[src/rtl/uart_tx_param.sv]
// Parametrised UART transmitter: DATA_W data bits, optional parity, 1/2 stop bits,
// one-entry holding buffer for gapless back-to-back frames. One bit per clk_baud cycle.
module uart_tx_param #(
    parameter int unsigned DATA_W    = 8,
    parameter int unsigned PARITY    = 0,
    parameter int unsigned STOP_BITS = 1
) (
    input  logic              clk_baud,
    input  logic              rst,
    input  logic [DATA_W-1:0] tx_data,
    input  logic              tx_valid,
    output logic              tx_ready,
    output logic              serial_out,
    output logic              busy,
    output logic              tx_done
);

    localparam int unsigned CntW = $clog2(DATA_W + 1);

    if (DATA_W < 5 || DATA_W > 9) begin : g_bad_data_w
        $error("uart_tx_param: DATA_W must be 5..9");
    end
    if (PARITY > 2) begin : g_bad_parity
        $error("uart_tx_param: PARITY must be 0, 1 or 2");
    end
    if (STOP_BITS < 1 || STOP_BITS > 2) begin : g_bad_stop_bits
        $error("uart_tx_param: STOP_BITS must be 1 or 2");
    end

    typedef enum logic [2:0] {StIdle, StStart, StData, StParity, StStop} state_e;

    state_e            state_q, state_d;
    logic [DATA_W-1:0] shreg_q, shreg_d;
    logic              par_q, par_d;
    logic [CntW-1:0]   cnt_q, cnt_d;
    logic [DATA_W-1:0] buf_q, buf_d;
    logic              buf_full_q, buf_full_d;
    logic              ser_q, ser_d;
    logic              done_q, done_d;
    logic              busy_q, busy_d;

    logic              accept;
    logic              take_direct;
    logic              load;
    logic [DATA_W-1:0] load_word;

    always_comb begin
        state_d     = state_q;
        shreg_d     = shreg_q;
        par_d       = par_q;
        cnt_d       = cnt_q;
        buf_d       = buf_q;
        buf_full_d  = buf_full_q;
        accept      = tx_valid && !buf_full_q;
        take_direct = 1'b0;
        load        = 1'b0;
        load_word   = tx_data;

        unique case (state_q)
            StIdle: begin
                if (accept) begin
                    take_direct = 1'b1;
                    load        = 1'b1;
                end
            end
            StStart: begin
                state_d = StData;
                cnt_d   = '0;
            end
            StData: begin
                if (cnt_q == CntW'(DATA_W - 1)) begin
                    state_d = (PARITY != 0) ? StParity : StStop;
                    cnt_d   = '0;
                end else begin
                    shreg_d = shreg_q >> 1;
                    cnt_d   = cnt_q + CntW'(1);
                end
            end
            StParity: begin
                state_d = StStop;
                cnt_d   = '0;
            end
            StStop: begin
                if (cnt_q == CntW'(STOP_BITS - 1)) begin
                    state_d = StIdle;
                    if (buf_full_q) begin
                        load       = 1'b1;
                        load_word  = buf_q;
                        buf_full_d = 1'b0;
                    end else if (accept) begin
                        // Line is freeing up this edge: start the new word without parking it.
                        take_direct = 1'b1;
                        load        = 1'b1;
                    end
                end else begin
                    cnt_d = cnt_q + CntW'(1);
                end
            end
            default: state_d = StIdle;
        endcase

        if (load) begin
            state_d = StStart;
            shreg_d = load_word;
            par_d   = (PARITY == 2) ? ^load_word : ~^load_word;
        end

        if (accept && !take_direct) begin
            buf_d      = tx_data;
            buf_full_d = 1'b1;
        end

        // Outputs are registered copies of what the next state drives onto the line.
        unique case (state_d)
            StStart:  ser_d = 1'b0;
            StData:   ser_d = shreg_d[0];
            StParity: ser_d = par_d;
            default:  ser_d = 1'b1;
        endcase
        done_d = (state_d == StStop) && (cnt_d == CntW'(STOP_BITS - 1));
        busy_d = (state_d != StIdle);
    end

    always_ff @(posedge clk_baud or posedge rst) begin
        if (rst) begin
            state_q    <= StIdle;
            shreg_q    <= '0;
            par_q      <= 1'b0;
            cnt_q      <= '0;
            buf_q      <= '0;
            buf_full_q <= 1'b0;
            ser_q      <= 1'b1;
            done_q     <= 1'b0;
            busy_q     <= 1'b0;
        end else begin
            state_q    <= state_d;
            shreg_q    <= shreg_d;
            par_q      <= par_d;
            cnt_q      <= cnt_d;
            buf_q      <= buf_d;
            buf_full_q <= buf_full_d;
            ser_q      <= ser_d;
            done_q     <= done_d;
            busy_q     <= busy_d;
        end
    end

    assign tx_ready   = ~buf_full_q;
    assign serial_out = ser_q;
    assign busy       = busy_q;
    assign tx_done    = done_q;

endmodule

[config.mk]
export PLATFORM = sky130hd
export DESIGN_NAME = uart_tx_param
export DESIGN_NICKNAME = d
export VERILOG_FILES = /design/src/rtl/uart_tx_param.sv
export SDC_FILE = /design/constraint.sdc
export NUM_CORES = 1
export LEC_CHECK = 0
export CORE_AREA = 8 8 56 58
export DETAILED_ROUTE_END_ITERATION = 8
export DIE_AREA = 0 0 64 66
export DONT_BUFFER_PORTS = 1
export GPL_TIMING_DRIVEN = 0
export HOLD_SLACK_MARGIN = 0.06
export PLACE_DENSITY = 0.86
export SETUP_SLACK_MARGIN = 0.2
export SKIP_CTS_REPAIR_TIMING = 1
export SYNTH_ARGS = -nofsm -noshare
export SYNTH_HDL_FRONTEND = slang
export SYNTH_SLANG_ARGS = --single-unit
[constraint.sdc]
create_clock -name clk_baud -period 3.5 [get_ports clk_baud]
set_clock_uncertainty 0.1 [all_clocks]
set_input_delay 0.7 -clock clk_baud [delete_from_list [all_inputs] [get_ports clk_baud]]
set_output_delay 0.7 -clock clk_baud [all_outputs]
set_load 0.05 [all_outputs]
# --- Word-level counts from Yosys, hierarchy flattened ---
# Index checks and enable logic that the tools add are counted.
# W data, S select, Z words.
word_totals:
  regBits: 28
  inputBits: 11
op_classes:
  addsub: 1
  n_eq_ne: 10
  mux: 25
  bitwise_logic: 1
  reduce_logical: 16
ops:
  columns: ["op", "count"]
  rows:
  - ["$mux W8", 6]
  - ["$pmux W3 S5", 1]
  - ["$eq A3 B2 Y1 const B", 4]
  - ["$pmux W4 S3", 1]
  - ["$mux W1", 9]
  - ["$mux W3", 3]
  - ["$logic_not A4 Y1", 2]
  - ["$mux W4", 2]
  - ["$reduce_xnor A8 Y1", 1]
  - ["$eq A3 B1 Y1 const B", 2]
  - ["$eq A3 B3 Y1 const B", 2]
  - ["$reduce_bool A2 Y1", 3]
  - ["$add A4 B1 Y4 const B", 1]
  - ["$eq A4 B3 Y1 const B", 1]
  - ["$pmux W1 S2", 2]
  - ["$reduce_and A2 Y1", 2]
  - ["$logic_and A1 B1 Y1", 3]
  - ["$logic_not A3 Y1", 1]
  - ["$pmux W1 S3", 1]
  - ["$reduce_bool A3 Y1", 1]
  - ["$logic_not A1 Y1", 2]
  - ["$ne A2 B2 Y1 const B", 1]
  - ["$reduce_or A2 Y1", 1]
  - ["$not A1 Y1", 1]

# --- Longest topological paths before layout ---
logic_depth:
  word_depth: 10
  depth_mapped: 8
  depth_no_buf: 7

# --- Least setup slack after synthesis ---
# OpenSTA, ideal clock, no wires.
synth_timing:
  path_kind: "register to register"
  start: "register cnt_q[0]"
  end: "register buf_q[0]"
  setup_ps: 125
  t_arrival_ps: 1731
  required_time_ps: 3275
  path_slack_ps: 1544
  stages_incl_launch_ff: 7
  period_less_slack_ps: 1956
  cell_sequence: "dfrtp_1 > inv_1 > ha_1 > or3b_4 > nand2_1 > a21oi_2 > mux2_2"
synth_via:
  elab_chain_len: 5
synth_lines:
  columns: ["item", "line_no", "rtl"]
  rows:
  - ["start: declaration", "35", "logic [CntW-1:0] cnt_q, cnt_d;"]
  - ["start signal: assignment", "139", "cnt_q <= cnt_d;"]
  - ["$logic_not A4 Y1", "84", "if (cnt_q == CntW'(STOP_BITS - 1)) begin"]
  - ["$mux W1", "84", null]
  - ["$pmux W1 S2", "59", "unique case (state_q)"]
  - ["$logic_not A1 Y1", "108", "if (accept && !take_direct) begin"]
  - ["$logic_and A1 B1 Y1", "108", null]
  - ["end signal: assignment", "140", "buf_q <= buf_d;"]
  - ["end: declaration", "36", "logic [DATA_W-1:0] buf_q, buf_d;"]
# Every way passes these cells.
# A chain may end at the register's enable or synchronous reset.

# --- Final worst setup path ---
layout_timing:
  start: "register buf_full_q"
  end: "output port tx_ready"
layout_via:
  elab_chain_len: 1
layout_lines:
  columns: ["item", "line_no", "rtl"]
  rows:
  - ["start: declaration", "37", "logic buf_full_q, buf_full_d;"]
  - ["start signal: assignment", "141", "buf_full_q <= buf_full_d;"]
  - ["$not A1 Y1", "148", "assign tx_ready = ~buf_full_q;"]
  - ["end: declaration", "12", "output logic tx_ready,"]
# Every way passes these cells.

==> out/summary.json <==
{
  "sta": {
    "final_hold_viol_count": 0,
    "timing.max_slew.rel_slack_pct": 33.57,
    "setup-tns-final_ps": 0,
    "timing.fmax_mhz": 425.1,
    "min_period_ps": 2352,
    "report.final.setup_viol": 0,
    "final_worst_setup_slack_ps": 1148,
    "maxSlewViolCount": 0,
    "rsz0062_at_grt": "no",
    "worst_pin_slew_ps": 995.4,
    "period_share_pct": 67.21
  },
  "clocking": {
    "cts.sinks": 27,
    "clockRootBuffer": "clkbuf_4",
    "path_clk_slew_ps": 130,
    "tritoncts_clock_tree": "built",
    "cts_inserted_buffers": 3,
    "clk-insertion-delay-late_ps": 320,
    "ctsLongestPathBuffers": 2,
    "htreeDepth": 1
  },
  "power": {
    "total_switching_power_uw": 91.72,
    "power.share.clock_pct": 29.0,
    "irDropWorstVdd_mv": 0.2875,
    "power.sequential.fraction_pct": 69.5,
    "share_comb_of_total_power_pct": 1.5,
    "power_density_mw_per_mm2": 298.3,
    "intPower_uw": 357.3,
    "leakagePower_nw": 0.6859,
    "p_sw_share_pct": 20.43
  },
  "synthesis": {
    "mappedNetlistArea_mm2": 0.001441,
    "synth_top_area_share_pct": 45.14,
    "synthCells": 139,
    "seq_area_frac_synth_pct": 46.96,
    "synth_top_cell_by_area": "dfrtp_1",
    "synth_fp_nets": 152,
    "number_of_enable_type_register_cells_in_the_synthesized_netlist": 0,
    "syn_area_per_cell_um2": 10.37,
    "synth-warning-count": 0,
    "synth_cell_type_count": 43,
    "synth_flop_cell": "dfrtp_1",
    "post_synth_main_area_contributors": "dfrtp_1 45%, mux2_2 6.3%, nand2_1 4.4%, o221ai_1 3.6%, mux2i_1 3.5%",
    "synth_most_common_cell": "dfrtp_1",
    "async_flop_share_pct": 100.0,
    "synth_seq_cells": 27,
    "yosys-top-cells-count": "26 x dfrtp_1, 17 x nand2_1, 8 x mux2_2"
  },
  "placement": {
    "gpl.final_weighted_congestion": 0.9119,
    "post-dp-hpwl_mm": 2.141,
    "preCtsSetupSlack_ps": 1267,
    "place.port_buffers": 0
  },
  "setup_path": {
    "critical_path_arrival_ps": 1550,
    "r2r-end": "buf_q[0]",
    "cp-start-kind": "register",
    "critPathCaptureType": "primary output",
    "setup.worst_path.class": "register to primary output",
    "timing.reg2reg.setup_slack_ps": 1230,
    "cp_data_required_time_ps": 2700,
    "ff2ff_path_depth": 6,
    "regToRegStartpoint": "cnt_q[0]",
    "path_max_fanout": 10
  },
  "finish": {
    "nFillCells": 178,
    "final_layout_size_suffix_gt1_share_pct": 15.38,
    "ff_latch_area_um2": 676.9,
    "multi_input_logic_area_um2": 691.9,
    "final_net_count": 157,
    "synthToLayoutAreaGrowth_pct": 4.427,
    "antennaDiodeCount": 0
  },
  "route": {
    "avgRoutedWirePerCell_um": 16.90,
    "route.vias.total": 1111,
    "finalWirelength_mm": 2.924,
    "antenna_left": 0,
    "route.detailed.drc": 0,
    "vias_per_cell": 6.422,
    "dr.first_iter.drc_count": 29,
    "drt_pre_antenna_iters": 4
  },
  "die": {
    "boundaryPins": 15,
    "floorplan_die_height_um": 66,
    "floorplan.die.width_um": 64,
    "floorplan.core_area_mm2": 0.002320,
    "rows": 18,
    "floorplan.initialDensity_pct": 62.14,
    "design.die.area_mm2": 0.004224
  },
  "min_path": {
    "hold_class": "input pin to asynchronous set/reset pin"
  },
  "grt": {
    "antenna_violations_before_repair": 0,
    "grt_pass1_wl_mm": 4.933,
    "grt_max_degree": 28,
    "grt_overflow_total": 0,
    "global_route.usage.total_pct": 14.34,
    "grt_pass1_vias": 1081
  },
  "job": {
    "timing.max_cap.violations": 0
  },
  "outcome": {
    "status": "finished, final reports clean"
  }
}
final cells by class:
type                       count  share of cell area, %
sequential                    27                  44.97
tap                           30                  2.494
multi-input combinational     99                  45.97
buffer                         7                  3.325
clock buffer                   4                  1.746
inverter                       6                  1.496
logic make-up after synthesis:
logic type	after synthesis	synth area share, %
adders and majority gates	2	1.736
DFF	27	46.96
and+or+nand+nor	50	19.45
buffers and inverters	13	5.035
muxes	13	9.723
AOI/OAI and AO/OA	34	17.10
through the flow:
stage          instances  total power, mW  utilization [%]  cell area, um^2  hold WS (ps)
3_3_place_gp         169           0.3246            63.75             1479         367.4
2_1_floorplan        139           0.3233                -             1441         354.5
5_1_grt              173           0.4687            64.89             1505         395.3
4_1_cts              173           0.4521            64.89             1505         405.4
6_report             173           0.4490            64.89             1505         386.1
3_5_place_dp         169           0.3249            63.75             1479         374.2
layout by cell type, fill, tap and decap left out, drive strengths merged:
master,n
mux2i,5
mux2,8
nor2,5
a31oi,7
o211ai,4
dfrtp,26
nor2b,1
or3,1
clkbuf,7
o2bb2ai,1
nor4,2
a221oi,1
nand4b,1
nor4b,1
and2b,1
and3,7
a21boi,1
ha,2
nor3,3
a32o,1
a22oi,1
o21ai,3
nand2,17
clkinv,1
nand3,2
inv,5
or3b,1
o221ai,6
o31ai,1
o21bai,2
nand3b,3
dfstp,1
buf,4
or2,2
or2b,2
a21oi,6
nand2b,1
worst max-delay path by stage:
stage | to | startpoint | slack (ps) | cells after the start
6_report | tx_ready | buf_full_q | 1150 | 2
2_1_floorplan | buf_q[0] | cnt_q[0] | 1540 | 6
3_3_place_gp | buf_q[5] | cnt_q[0] | 1300 | 6
4_1_cts | tx_ready | buf_full_q | 1160 | 2
3_5_place_dp | buf_q[0] | cnt_q[0] | 1270 | 6
5_1_grt | tx_ready | buf_full_q | 1050 | 2
power by group through the flow:
stage / combinational, mW / sequential (mW) / clock, mW
floorplan: 0.00541 / 0.318 / 0
global placement: 0.00671 / 0.318 / 0
detailed placement: 0.00702 / 0.318 / 0
CTS: 0.00712 / 0.312 / 0.133
global route: 0.00825 / 0.312 / 0.148
finish: 0.00663 / 0.312 / 0.130
sequential cells by signal (all words and copies together) (netlist names):
signal      flops
busy            1
serial_out      1
state_q         3
tx_done         1
shreg_q         8
buf_full_q      1
cnt_q           4
buf_q           8
routing by layer:
metal / global-route usage, % / vias to the layer above / share of wire [%]
met5: 0 / - / 0
met4: 5.571 / 0 / 2.0
met3: 1.695 / 6 / 3.6
met2: 27.35 / 24 / 53
met1: 15.76 / 557 / 42
li1: - / 524 / -
critical path, cell delays in order, from the launching register on:
cell,delay [ps]
dfrtp_1,350
clkbuf_1,290
clkinv_1,600
No activity file was read; power rests on OpenSTA's default activity.
